===== src/rtl/instr_fetch.sv =====
// instr_fetch: fetch PC, credit-limited imem requests, prefetch FIFO to decode, redirect flush.
module instr_fetch #(
  parameter int WIDTH = 32,
  parameter int FIFO_DEPTH = 4,
  parameter logic [WIDTH-1:0] RESET_PC = '0
) (
  input  logic             clk,
  input  logic             rst,
  output logic             imem_req_valid,
  input  logic             imem_req_ready,
  output logic [WIDTH-1:0] imem_req_addr,
  input  logic             imem_rsp_valid,
  input  logic [WIDTH-1:0] imem_rsp_data,
  input  logic             redirect_valid,
  input  logic [WIDTH-1:0] redirect_pc,
  output logic             instr_valid,
  input  logic             instr_ready,
  output logic [WIDTH-1:0] instr_data,
  output logic [WIDTH-1:0] instr_pc
);
  localparam int AW = $clog2(FIFO_DEPTH);
  localparam int CW = AW + 1;
  typedef enum logic [1:0] {S_RESET, S_RUN, S_FLUSH} state_e;
  state_e state_q, state_d;
  logic [WIDTH-1:0] fetch_pc_q, fetch_pc_d, rsp_pc_q, rsp_pc_d, target;
  logic [CW-1:0] count_q, count_d, outstanding_q, outstanding_d, drop_cnt_q, drop_cnt_d;
  logic [AW-1:0] rd_ptr_q, rd_ptr_d, wr_ptr_q, wr_ptr_d;
  logic [2*WIDTH-1:0] mem_q [FIFO_DEPTH];
  logic req_fire, rsp_fire, push, pop;
  always_comb begin
    imem_req_valid = state_q != S_RESET && !redirect_valid && int'(count_q) + int'(outstanding_q) < FIFO_DEPTH;
    imem_req_addr = fetch_pc_q;
    instr_valid = count_q != '0 && !redirect_valid;
    instr_data = instr_valid ? mem_q[rd_ptr_q][WIDTH-1:0] : '0;
    instr_pc = instr_valid ? mem_q[rd_ptr_q][2*WIDTH-1:WIDTH] : '0;
    req_fire = imem_req_valid && imem_req_ready;
    rsp_fire = imem_rsp_valid && outstanding_q != '0;
    push = rsp_fire && !redirect_valid && drop_cnt_q == '0;
    pop = instr_valid && instr_ready;
    target = redirect_pc & ~WIDTH'(3);
    state_d = state_q;
    fetch_pc_d = fetch_pc_q;
    rsp_pc_d = rsp_pc_q;
    rd_ptr_d = rd_ptr_q;
    wr_ptr_d = wr_ptr_q;
    count_d = count_q;
    outstanding_d = outstanding_q - CW'(rsp_fire);
    drop_cnt_d = drop_cnt_q;
    if (redirect_valid) begin
      // Every request still in flight belongs to the abandoned stream.
      fetch_pc_d = target;
      rsp_pc_d = target;
      rd_ptr_d = '0;
      wr_ptr_d = '0;
      count_d = '0;
      drop_cnt_d = outstanding_d;
      state_d = drop_cnt_d != '0 ? S_FLUSH : S_RUN;
    end else begin
      fetch_pc_d = req_fire ? fetch_pc_q + WIDTH'(4) : fetch_pc_q;
      rsp_pc_d = push ? rsp_pc_q + WIDTH'(4) : rsp_pc_q;
      wr_ptr_d = push ? wr_ptr_q + AW'(1) : wr_ptr_q;
      rd_ptr_d = pop ? rd_ptr_q + AW'(1) : rd_ptr_q;
      count_d = count_q + CW'(push) - CW'(pop);
      outstanding_d = outstanding_q + CW'(req_fire) - CW'(rsp_fire);
      drop_cnt_d = drop_cnt_q - CW'(rsp_fire && drop_cnt_q != '0);
      state_d = state_q == S_RESET ? S_RUN : state_q == S_FLUSH && drop_cnt_d == '0 ? S_RUN : state_q;
    end
  end
  always_ff @(posedge clk) begin
    if (rst) begin
      state_q <= S_RESET;
      fetch_pc_q <= RESET_PC;
      rsp_pc_q <= RESET_PC;
      rd_ptr_q <= '0;
      wr_ptr_q <= '0;
      count_q <= '0;
      outstanding_q <= '0;
      drop_cnt_q <= '0;
    end else begin
      state_q <= state_d;
      fetch_pc_q <= fetch_pc_d;
      rsp_pc_q <= rsp_pc_d;
      rd_ptr_q <= rd_ptr_d;
      wr_ptr_q <= wr_ptr_d;
      count_q <= count_d;
      outstanding_q <= outstanding_d;
      drop_cnt_q <= drop_cnt_d;
    end
  end
  always_ff @(posedge clk)
    if (push) mem_q[wr_ptr_q] <= {rsp_pc_q, imem_rsp_data};
endmodule


===== config.mk =====
export PLATFORM = sky130hd
export DESIGN_NAME = instr_fetch
export DESIGN_NICKNAME = d
export VERILOG_FILES = /design/src/rtl/instr_fetch.sv
export SDC_FILE = /design/constraint.sdc
export NUM_CORES = 1
export LEC_CHECK = 0
export ABC_AREA = 1
export CAP_MARGIN = 20
export CORE_MARGIN = 4
export CORE_UTILIZATION = 55
export CTS_BUF_LIST = sky130_fd_sc_hd__clkbuf_16
export DETAILED_ROUTE_END_ITERATION = 10
export GPL_TIMING_DRIVEN = 1
export PLACE_DENSITY = 0.75
export SLEW_MARGIN = 20
export SYNTH_ARGS = -nofsm -noshare
export SYNTH_HDL_FRONTEND = slang
export SYNTH_SLANG_ARGS = --single-unit

===== constraint.sdc =====
create_clock -name clk -period 9.8 [get_ports clk]
set_clock_uncertainty 0.1 [all_clocks]
set_input_delay 1.96 -clock clk [delete_from_list [all_inputs] [get_ports clk]]
set_output_delay 1.96 -clock clk [all_outputs]
set_load 0.005 [all_outputs]

# Word level (Yosys, flattened, before mapping)
# Memory sizes are Yosys's and may differ from the RTL's. A register that Yosys moved wholly into a read port is not among the register bits.
# Index checks and enable logic that the tools add are counted.
# totals
ff_bits	79
latchBits	0
ramBits	256
romBits	0
in_bits	70
output_inout_bits	98
wordCells	63
n_memories	1
# memory_table
memory	words	width	read_ports	rd_clocked_by_memory_dff	write_ports	line_no	rtl
mem_q	4	64	1	1	1	28	logic [2*WIDTH-1:0] mem_q [FIFO_DEPTH];
# classes
n_addsub	11
n_mul	0
n_div	0
magnitude_cmp	1
eq_ne	1
shift	0
mux	16
n_bitwise	0
n_reduce_logical	23
# ops
op	count
2-to-1 mux 32 bit	6
adder 32 x 3 -> 32 bit (second input constant)	2
nonzero test 3 bit	5
2-to-1 mux 2 bit	6
subtractor 3 x 1 -> 3 bit	4
logical AND 1 bit	10
adder 3 x 1 -> 3 bit	2
zero test 3 bit	2
2-to-1 mux 3 bit	2
nonzero test 2 bit	3
adder 2 x 1 -> 2 bit (second input constant)	2
adder 3 x 3 -> 4 bit	1
less-than comparator 4 x 3 -> 1 bit (second input constant)	1
== test 2 bit (second input constant)	1
zero test 2 bit	1
2-to-1 mux 1 bit	2
OR reduction 2 bit	1
zero test 1 bit	1

# Longest topological paths before layout
# logic_depth
ltp_word	9
depth_mapped	14
mapped_depth_nobuf	12

# Least setup slack after synthesis
# No wires, ideal clock.
# synth_path
path_type	input-to-reg
from	in redirect_valid
to	mem mem_q[0][0] in the netlist's numbering, enable pin
setup_time_ns	0.482
arrival_ns	4.906
required_ns	9.218
slack_ns	4.312
path_stages	4
path_buffers	1
path_cell_list	buf_2 -> inv_2 -> nand2_4 -> nor2_1
# synth_between
elab_chain_cells	5
# synth_rtl
item	line_no	rtl
start: declaration	14	input logic redirect_valid,
zero test 1 bit	38	push = rsp_fire && !redirect_valid && drop_cnt_q == '0;
logical AND 1 bit (2 in series)	38	
2-to-1 mux 1 bit	91	if (push) mem_q[wr_ptr_q] <= {rsp_pc_q, imem_rsp_data};
2-to-1 mux 1 bit (implied by the code)	91	
end: declaration	28	
# No other way between the ends.

# Worst setup path in the final report
# layout_path
from	in redirect_valid
to	out instr_data[31]
# layout_between
elab_chain_cells	3
# layout_rtl
item	line_no	rtl
zero test 1 bit	33	instr_valid = count_q != '0 && !redirect_valid;
logical AND 1 bit	33	
2-to-1 mux 32 bit	34	instr_data = instr_valid ? mem_q[rd_ptr_q][WIDTH-1:0] : '0;
end: declaration	18	output logic [WIDTH-1:0] instr_data,
# No other way between the ends.

==> qor.txt <==
I/O Pins: 168
Most common flop cell mapped by yosys: edfxtp_1
CTS resizes: 0
CP top delay family: buffers and inverters
WL/cell: 16.7 um
Die width: 172 um
Clock buffer depth: 3
FF-to-FF path depth: 12
Post-synth EDFFs: 248
Rows: 59
# DRC: 0
Crit path cell chain: clkdlybuf4s50_1, buf_4, nor2_1, inv_2, buf_4, a21oi_1, clkdlybuf4s50_1
Post-CTS Hold Buffers: 0
Synth cell types: 37
Detailed Route WL: 35.1 mm
Final HPWL DP: 21.2 mm
Global routing usage on met3: 0.0427
Min-Delay Path Class: flip-flop to flip-flop
Final slew viol count: 0
Max Clk Rate: 157 MHz
Setup TNS: 0 ns
Outcome: finished clean
Switching share of power: 0.251
Final Cycle Share: 0.652
Port buffer count: 161
Internal: 2.40 mW
Finish-stage setup viols: 0
DIE AREA: 29500 um^2
Iter 0 DRT Violations: 982
R2r endpoint: outstanding_q[2]
Worst r2r src: outstanding_q[2]
Maximum VDD drop: 0.116 mV
Async SR Flop Fraction: 0
Reg-to-reg setup timing slack: 6.42 ns
Hold depth: 2
Chip Height: 172 um
Seq pwr share: 0.511
First-pass GRT wire length: 55.2 mm
Worst-margin pin slew: 1.02 ns
H-tree levels: 2
Nets@finish: 1828
Leak: 6.41 nW
Slowest cell on the critical path: buf_4
Hold_sp: rd_ptr_q[1]
Met1 usage: 0.315
CTS buffer count: 34
Arr. time, crit path: 4.33 ns
Ys Warns: 0
Combinational share of power: 0.126
Root Driver: clkbuf_16
Post-DRT Antenna Nets: 0
Multi-input gate area: 5020 um^2
DRT Pass-1 Iters: 7
Mapped Avg Cell Area: 9.22 um^2
Initial antenna violation count: 0
Final Hold Viols: 0
Clock power frac: 0.363
Critical path class: input port to output port
Final setup margin: 3.41 ns
Vias in the first global route: 11000
Syn Inst Count: 1600
Worst stage delay on the critical path: 0.60 ns
Max cap viols: 0
Syn-to-layout area delta: 19.4%
Fillers: 1996
Worst Path Required: 7.74 ns
Clk Latency, worst-skew pair: 0.50 ns
Routed vias/inst: 5.46
Ant diodes: 0
Busiest grt layer: met2
Element type at the critical path end: output port
Storage cell area: 8990 um^2
Layout cell share with drive strength beyond 1: 0.0522
Post-synthesis sequential area ratio: 0.609
Synth Register Bits: 325
Initial Util: 0.563
Clock Pin Slew Worst Setup and Hold Paths: 0.06 ns
WP buf/inv: 5
Largest net degree at the start of global routing: 125
DR vias: 11500
Crit path max fanout: 62
Critical Path Stages: 7
RSZ-0062 raised after global routing: false
Pre-CTS setup slack: 3.37 ns
Post-Syn Area: 14800 um^2
CTS tree: built
Relative slew slack: 0.323
Fin crit period: 6.39 ns
Sw power: 0.806 mW
RePlAce Congestion: 0.942
Power density cells: 182 nW/um^2
CORE AREA: 26200 um^2
Total grt overflow: 0
Startpoint Class: input port
Grt met2 use: 0.395
Number of buffers added for setup after CTS: 0
GRT Total Usage: 0.234
Clk sinks: 325
[Yosys cell counts (2+ instances only)]
cell type  number  area [um^2]
nand2_2         5         31.3
nand2_1       293         1100
nor3_1          4         20.0
o21ai_0       154          771
nand4_1         4         25.0
nor2_2          7         43.8
ha_1           16          200
edfxtp_1      248         7450
buf_1           4         15.0
buf_2          15         75.1
buf_6           2         22.5
nor2_4          6         67.6
xnor2_1        12          105
nand3_1        74          370
fa_1            2         40.0
nand3b_1        9         67.6
a31oi_1         7         43.8
xor2_1          5         43.8
inv_1         110          413
o21bai_1        3         22.5
buf_4          10         75.1
clkbuf_1       41          154
nand2_4         2         22.5
nor2_1        352         1320
o22ai_1         2         12.5
dfxtp_1        77         1540
o21ai_1         3         15.0
a21oi_1       119          596
inv_2           6         22.5
[kinds of logic (layout without fill, tap and decap cells)]
family | Yosys count | in the layout | synth area share
simple gates | 759 | 759 | 0.210
flops | 325 | 325 | 0.609
compound gates | 291 | 291 | 0.101
buf+inv | 189 | 350 | 0.0533
fa+ha+maj | 18 | 18 | 0.0163
xor+xnor | 17 | 17 | 0.0101
other cells | 1 | 4 | 0.000254
[placed cells by master (no fill, tap or decap), types with 16 or more instances in the layout]
cell type          n
dfxtp_1           75
clkdlybuf4s50_1  161
ha_1              16
nand3_1           74
a21oi_1          119
inv_1            120
edfxtp_1         248
clkbuf_16         35
nor2_1           348
nand2_1          293
o21ai_0          154
[sequential cells by signal (all words and copies together) (netlist names), named ones only]
name / count
mem_q: 248
imem_req_addr: 30
rsp_pc_q: 30
count_q: 3
drop_cnt_q: 3
outstanding_q: 3
rd_ptr_q: 2
state_q: 2
wr_ptr_q: 2
[worst max-delay path by stage]
stage / from / end / slack [ns]
2_1_floorplan: redirect_valid / mem_q[0][0] / 4.31
3_3_place_gp: redirect_valid / instr_pc[31] / 3.40
3_5_place_dp: redirect_valid / instr_pc[17] / 3.37
4_1_cts: redirect_valid / instr_pc[17] / 3.39
5_1_grt: redirect_valid / instr_pc[31] / 3.25
6_report: redirect_valid / instr_data[31] / 3.41
[cell type report]
cell class,instances,share of cell area
clock buffer,35,0.0497
clock inverter,25,0.00796
inverter,117,0.0252
multi-input combinational,1089,0.285
sequential,325,0.511
tap,335,0.0238
timing repair buffer,173,0.0977
[power by group through the flow]
stage          logic, mW  registers, mW  clock network, mW
3_5_place_dp       0.403           1.67                  0
6_report           0.403           1.64               1.16
3_3_place_gp       0.387           1.66                  0
4_1_cts            0.406           1.64               1.18
2_1_floorplan      0.259           1.65                  0
5_1_grt            0.454           1.65               1.25
[per-layer routing]
layer  wire [um]  vias up
met5           0        -
met4         572        0
met3        2610       50
met2       16600      440
met1       15300     5356
li1            -     5609
[tightest hold or removal path: stages, from the launching register on]
cell and delay (ns):
dfxtp_1 0.31, inv_1 0.06, a21oi_1 0.07
[through the flow]
step           utilization  power [mW]  instances  instance area [um^2]  hold slack (ns)
6_report             0.672        3.21       2099                 17600            0.378
5_1_grt              0.672        3.35       2099                 17600            0.393
4_1_cts              0.671        3.23       2098                 17600            0.380
3_5_place_dp         0.632        2.07       2038                 16600            0.348
3_3_place_gp         0.632        2.05       2038                 16600            0.338
2_1_floorplan            -        1.91       1603                 14800            0.333
Note: power is estimated with default switching activity, not from simulation.
==> patch 1: new RTL, config.mk and constraints unchanged <==
The 3 states of `state_e` get a one-hot encoding in 3 bits.
--- a/src/rtl/instr_fetch.sv
+++ b/src/rtl/instr_fetch.sv
@@ -22,3 +22,3 @@
   localparam int CW = AW + 1;
-  typedef enum logic [1:0] {S_RESET, S_RUN, S_FLUSH} state_e;
+  typedef enum logic [2:0] {S_RESET = 3'b001, S_RUN = 3'b010, S_FLUSH = 3'b100} state_e;
   state_e state_q, state_d;
Behaviour: same outputs for any inputs over 4 cycles, from zero or initial values and one cycle with rst high; so few cycles prove little.
==> patch 1 against the original RTL <==
  * Area after synthesis increased by 0.94%
  * Power is 3.7% higher
  * Largest power group unchanged
  * Sequential cell count increased by 1
  * Wire length is 1.5% higher
  * Final area up 0.92%
  * Via count rose by 1.2%
  * Count of clock-buffer cells in the layout stayed put
  * Setup slack worse by 0.61 ns
==> patch 1: results (changes against the original RTL) <==
stage;metric;value;unit;change
run_status;status;complete, no violations;;
flow_run;MaxCap Viol Count;0;;unchanged
timing;Total Neg Setup Slack;0;ns;unchanged
power;worst vdd ir;0.000103;V;-11%
critical_path;worst-path cell with the longest stage delay;inv_2;;
place;GP Congestion;0.876;;-7.0%
critical_path;FF-to-FF Start;outstanding_q[0];;
drt;Via density;5.54;;+1.6%
grt;largest net degree at the start of global routing;101;;-19%
critical_path;worst reg2reg setup slack;6.80;ns;+0.38 ns
cts;Clock H-tree levels;2;;unchanged
power;Pleak;6.44;nW;+0.45%
synth;register area share after synthesis;0.605;;-0.00434
timing;slew margin rel.;0.384;;+0.0612
worst_hold_path;Hold Crit Endpoint;state_q[0];;
power;Pint;2.48;mW;+3.3%
synth;Synth top cells by count;nor2_1, nand2_1, edfxtp_1;;
drt;routed via count;11600;;+1.2%
power;clock share of power;0.370;;+0.007
cells_and_area;layout cell share with drive strength beyond 1;0.0700;;+0.0179
cts;post_cts resized;0;;unchanged
place;dpl hpwl;22.0;mm;+3.7%
place;PortBufs;161;;unchanged
grt;vias in the first global route;11400;;+2.8%
cts;CTS buffer count;34;;unchanged
synth;number of synthesized flops with an enable pin;248;;unchanged
cells_and_area;Nets;1821;;-0.38%
worst_hold_path;hold_sp;state_q[0];;
critical_path;CP top delay family;buffers and inverters;;
cts;Setup Buffers After CTS;0;;unchanged
synth;YS warnings;0;;unchanged
critical_path;critical path's largest stage delay;0.64;ns;+0.04 ns
synth;post-synthesis instance total;1595;;-0.31%
drt;DRT Pass-1 Iters;5;;-2
drt;DR WL/cell;17.0;um;+1.8%
grt;gr usage total;0.232;;-0.00191
critical_path;maximum net fanout on the critical path;51;;-18%
worst_hold_path;WHS Path Cells;2;;unchanged
synth;ranking of synthesized cells by area;edfxtp_1, dfxtp_1, nor2_1;;
synth;Synth Flop Type;edfxtp_1;;
cts;clock buffer depth;3;;unchanged
cells_and_area;antenna cells;0;;unchanged
drt;DR iter-0 viols;930;;-5.3%
cts;CTS Root Cell;clkbuf_16;;
cells_and_area;Top reg by flops;mem_q;;
synth;Cell variety after synth;39;;+5.4%
cells_and_area;max reg flops;248;;unchanged
critical_path;Crit path required time;7.74;ns;about the same
critical_path;depth of the worst register-to-register path;7;;-5
cts;clock-pin slew on the worst setup and hold paths;0.06;ns;about the same
critical_path;end of the worst register-to-register path;mem_q[0][16];;
power;Reg power frac;0.499;;-0.012
grt;first-pass GRT wire length;57.0;mm;+3.4%
synth;Async S/R FF share, synth;0;;unchanged
place;Cells after DPL;2032;;-0.29%
patch 1: worst max-delay path by stage:
stage                   start      endpoint  depth (start not counted)
6_report       redirect_valid  instr_pc[21]                          7
2_1_floorplan  redirect_valid   mem_q[0][0]                          4
5_1_grt        redirect_valid  instr_pc[13]                          7
4_1_cts        redirect_valid  instr_pc[21]                          7
3_3_place_gp   redirect_valid  instr_pc[16]                          7
3_5_place_dp   redirect_valid  instr_pc[21]                          7
patch 1: layer usage:
layer  GRT usage  wire length (um)
met3      0.0389              2610
met2       0.389             16900
met1       0.312             15300
met4      0.0752               817
met5           0                 0
patch 1: per-stage QoR:
step            util  hold slack [ns]  setup slack (ns)  power [mW]  area [um^2]
6_report       0.675            0.361              2.81        3.33        17800
5_1_grt        0.675            0.415              2.64        3.47        17800
4_1_cts        0.675            0.367              2.84        3.35        17800
3_5_place_dp   0.634            0.356              2.82        2.12        16700
3_3_place_gp   0.634            0.345              2.85        2.11        16700
2_1_floorplan      -            0.337              4.37        1.96        14900
patch 1: cell families (layout without fill, tap and decap cells):
group | Yosys count | count (layout) | synth area share
xor+xnor | 11 | 11 | 0.00647
other cells | 1 | 4 | 0.000252
buf+inv | 177 | 336 | 0.0493
simple gates | 770 | 770 | 0.223
compound gates | 292 | 292 | 0.100
flops | 326 | 326 | 0.605
fa+ha+maj | 18 | 18 | 0.0161
patch 1: area by class of cell:
cell class                      count  area [um^2]
Sequential cell                   326         9010
Fill cell                        2008         8580
Multi-Input combinational cell   1095         5190
Timing Repair Buffer              172         1690
Clock buffer                       35          876
Tap cell                          335          419
Inverter                          104          390
Clock inverter                     25          191
patch 1: tightest hold or removal path, cell delays in order, from the launching register on:
cell and delay [ns]:
dfxtp_1 0.32, nand2_1 0.06, nand2_1 0.04
==> patch 2: new RTL, same settings <==
Without the edit above. `FIFO_DEPTH`: 4 -> 8.
--- a/src/rtl/instr_fetch.sv
+++ b/src/rtl/instr_fetch.sv
@@ -3,3 +3,3 @@
   parameter int WIDTH = 32,
-  parameter int FIFO_DEPTH = 4,
+  parameter int FIFO_DEPTH = 8,
   parameter logic [WIDTH-1:0] RESET_PC = '0
Behaviour: not the same (a bounded check fails within 10 cycles, from zero or initial values and one cycle with rst high).
==> patch 2 against the original RTL <==
  * Utilization fell by 3.4 points
  * Final area up 61%
  * Non-clock buffer count is 8 higher
  * Sequential cell count rose by 254
  * Power is 72% higher
  * Wire length increased by 66%
  * Setup slack worse by 0.40 ns
  * Area after synthesis is 67% higher
  * Maximum frequency shrank 5.9%
  * Count of clock-buffer cells in the layout rose by 24
==> patch 2: results (changes against the original RTL) <==
stage;metric;value;unit;change
critical_path;worst reg2reg setup slack;5.94;ns;-0.48 ns
synth;register area share after synthesis;0.671;;+0.0615
grt;grt met1 use;0.326;;+0.0104
cells_and_area;Non-Filler Instances;3037;;+45%
critical_path;maximum net fanout on the critical path;48;;-23%
synth;adder and majority gate portion of the synthesized area;0.0128;;-0.00351
drt;DR iter-0 viols;1763;;+80%
critical_path;depth of the worst register-to-register path;11;;-1
drt;Met3 Routed Length;4.67;mm;+79%
synth;compound-gate portion of the synthesized area;0.120;;+0.0191
synth;Avg Cell Area, Syn;10.8;um^2;+17%
drt;DRT Pass-1 Iters;6;;-1
synth;ranking of synthesized cells by area;edfxtp_1, nor2_1, dfxtp_1;;
grt;met2 usage;0.396;;+0.000593
grt;gr usage total;0.237;;+0.00335
synth;number of synthesized flops with an enable pin;496;;+100%
grt;first-pass GRT wire length;90.5;mm;+64%
worst_hold_path;hold_sp;rd_ptr_q[2];;
cells_and_area;max reg flops;496;;+100%
cts;clock latency on the worst-skew pair;0.60;ns;+0.10 ns
power;Logic pwr share;0.113;;-0.013
grt;largest net degree at the start of global routing;136;;+8.8%
synth;Async S/R FF share, synth;0;;unchanged
critical_path;crit path to;instr_pc[10];;
critical_path;critical path's largest stage delay;0.67;ns;+0.07 ns
place;Cells after DPL;2932;;+44%
synth;Synth top cells by count;edfxtp_1, nor2_1, o21ai_0;;
power;Comb. pwr;0.627;mW;+56%
cells_and_area;layout cell share with drive strength beyond 1;0.0536;;+0.00142
drt;WL final;58.2;mm;+66%
critical_path;Worst Setup SP;redirect_valid;;
cells_and_area;Nets;2494;;+36%
power;clock share of power;0.362;;about the same
grt;M3 GR Usage;0.0357;;-0.00703
timing;worst hold margin;0.367;ns;-0.0105 ns
grt;vias in the first global route;16800;;+52%
drt;met2 WL;28.1;mm;+69%
run_status;status;complete, no violations;;
synth;FF+latch count, synth;579;;+78%
synth;Cell variety after synth;44;;+19%
power;Switching Fraction;0.245;;-0.00615
critical_path;end of the worst register-to-register path;mem_q[6][46];;
cts;CTS buffer count;57;;+68%
synth;XOR/XNOR share of the synthesized area;0.00639;;-0.00370
drt;met1 wire length;24.2;mm;+59%
place;GP Congestion;0.912;;-3.2%
critical_path;Worst EP arrival;4.72;ns;+0.39 ns
cells_and_area;fillers;3353;;+68%
## patch 2: cell types whose count changed after synthesis, sizes merged, moves of 11 or more
cell    before  now
a31oi        7   64
nand3       74   85
a21oi      120   60
nor2       366  490
buf         31   68
nand2      300  262
o22ai        2   67
edfxtp     248  496
clkbuf      41   60
o21ai      158  350
## patch 2: metrics by stage
stage / setup WS [ns] / utilization / instance area (um^2)
finish: 3.02 / 0.638 / 28300
global placement: 3.07 / 0.599 / 26500
floorplan: 2.29 / - / 24700
detailed placement: 3.04 / 0.599 / 26500
global route: 2.90 / 0.638 / 28300
CTS: 2.95 / 0.637 / 28200
## patch 2: cell type report
| cell class | count | share of cell area |
|---|---|---|
| clock inverter | 45 | 0.00845 |
| sequential | 579 | 0.586 |
| clock buffer | 59 | 0.0522 |
| multi-input combinational | 1470 | 0.249 |
| timing repair buffer | 181 | 0.0628 |
| tap | 592 | 0.0262 |
| inverter | 111 | 0.0151 |
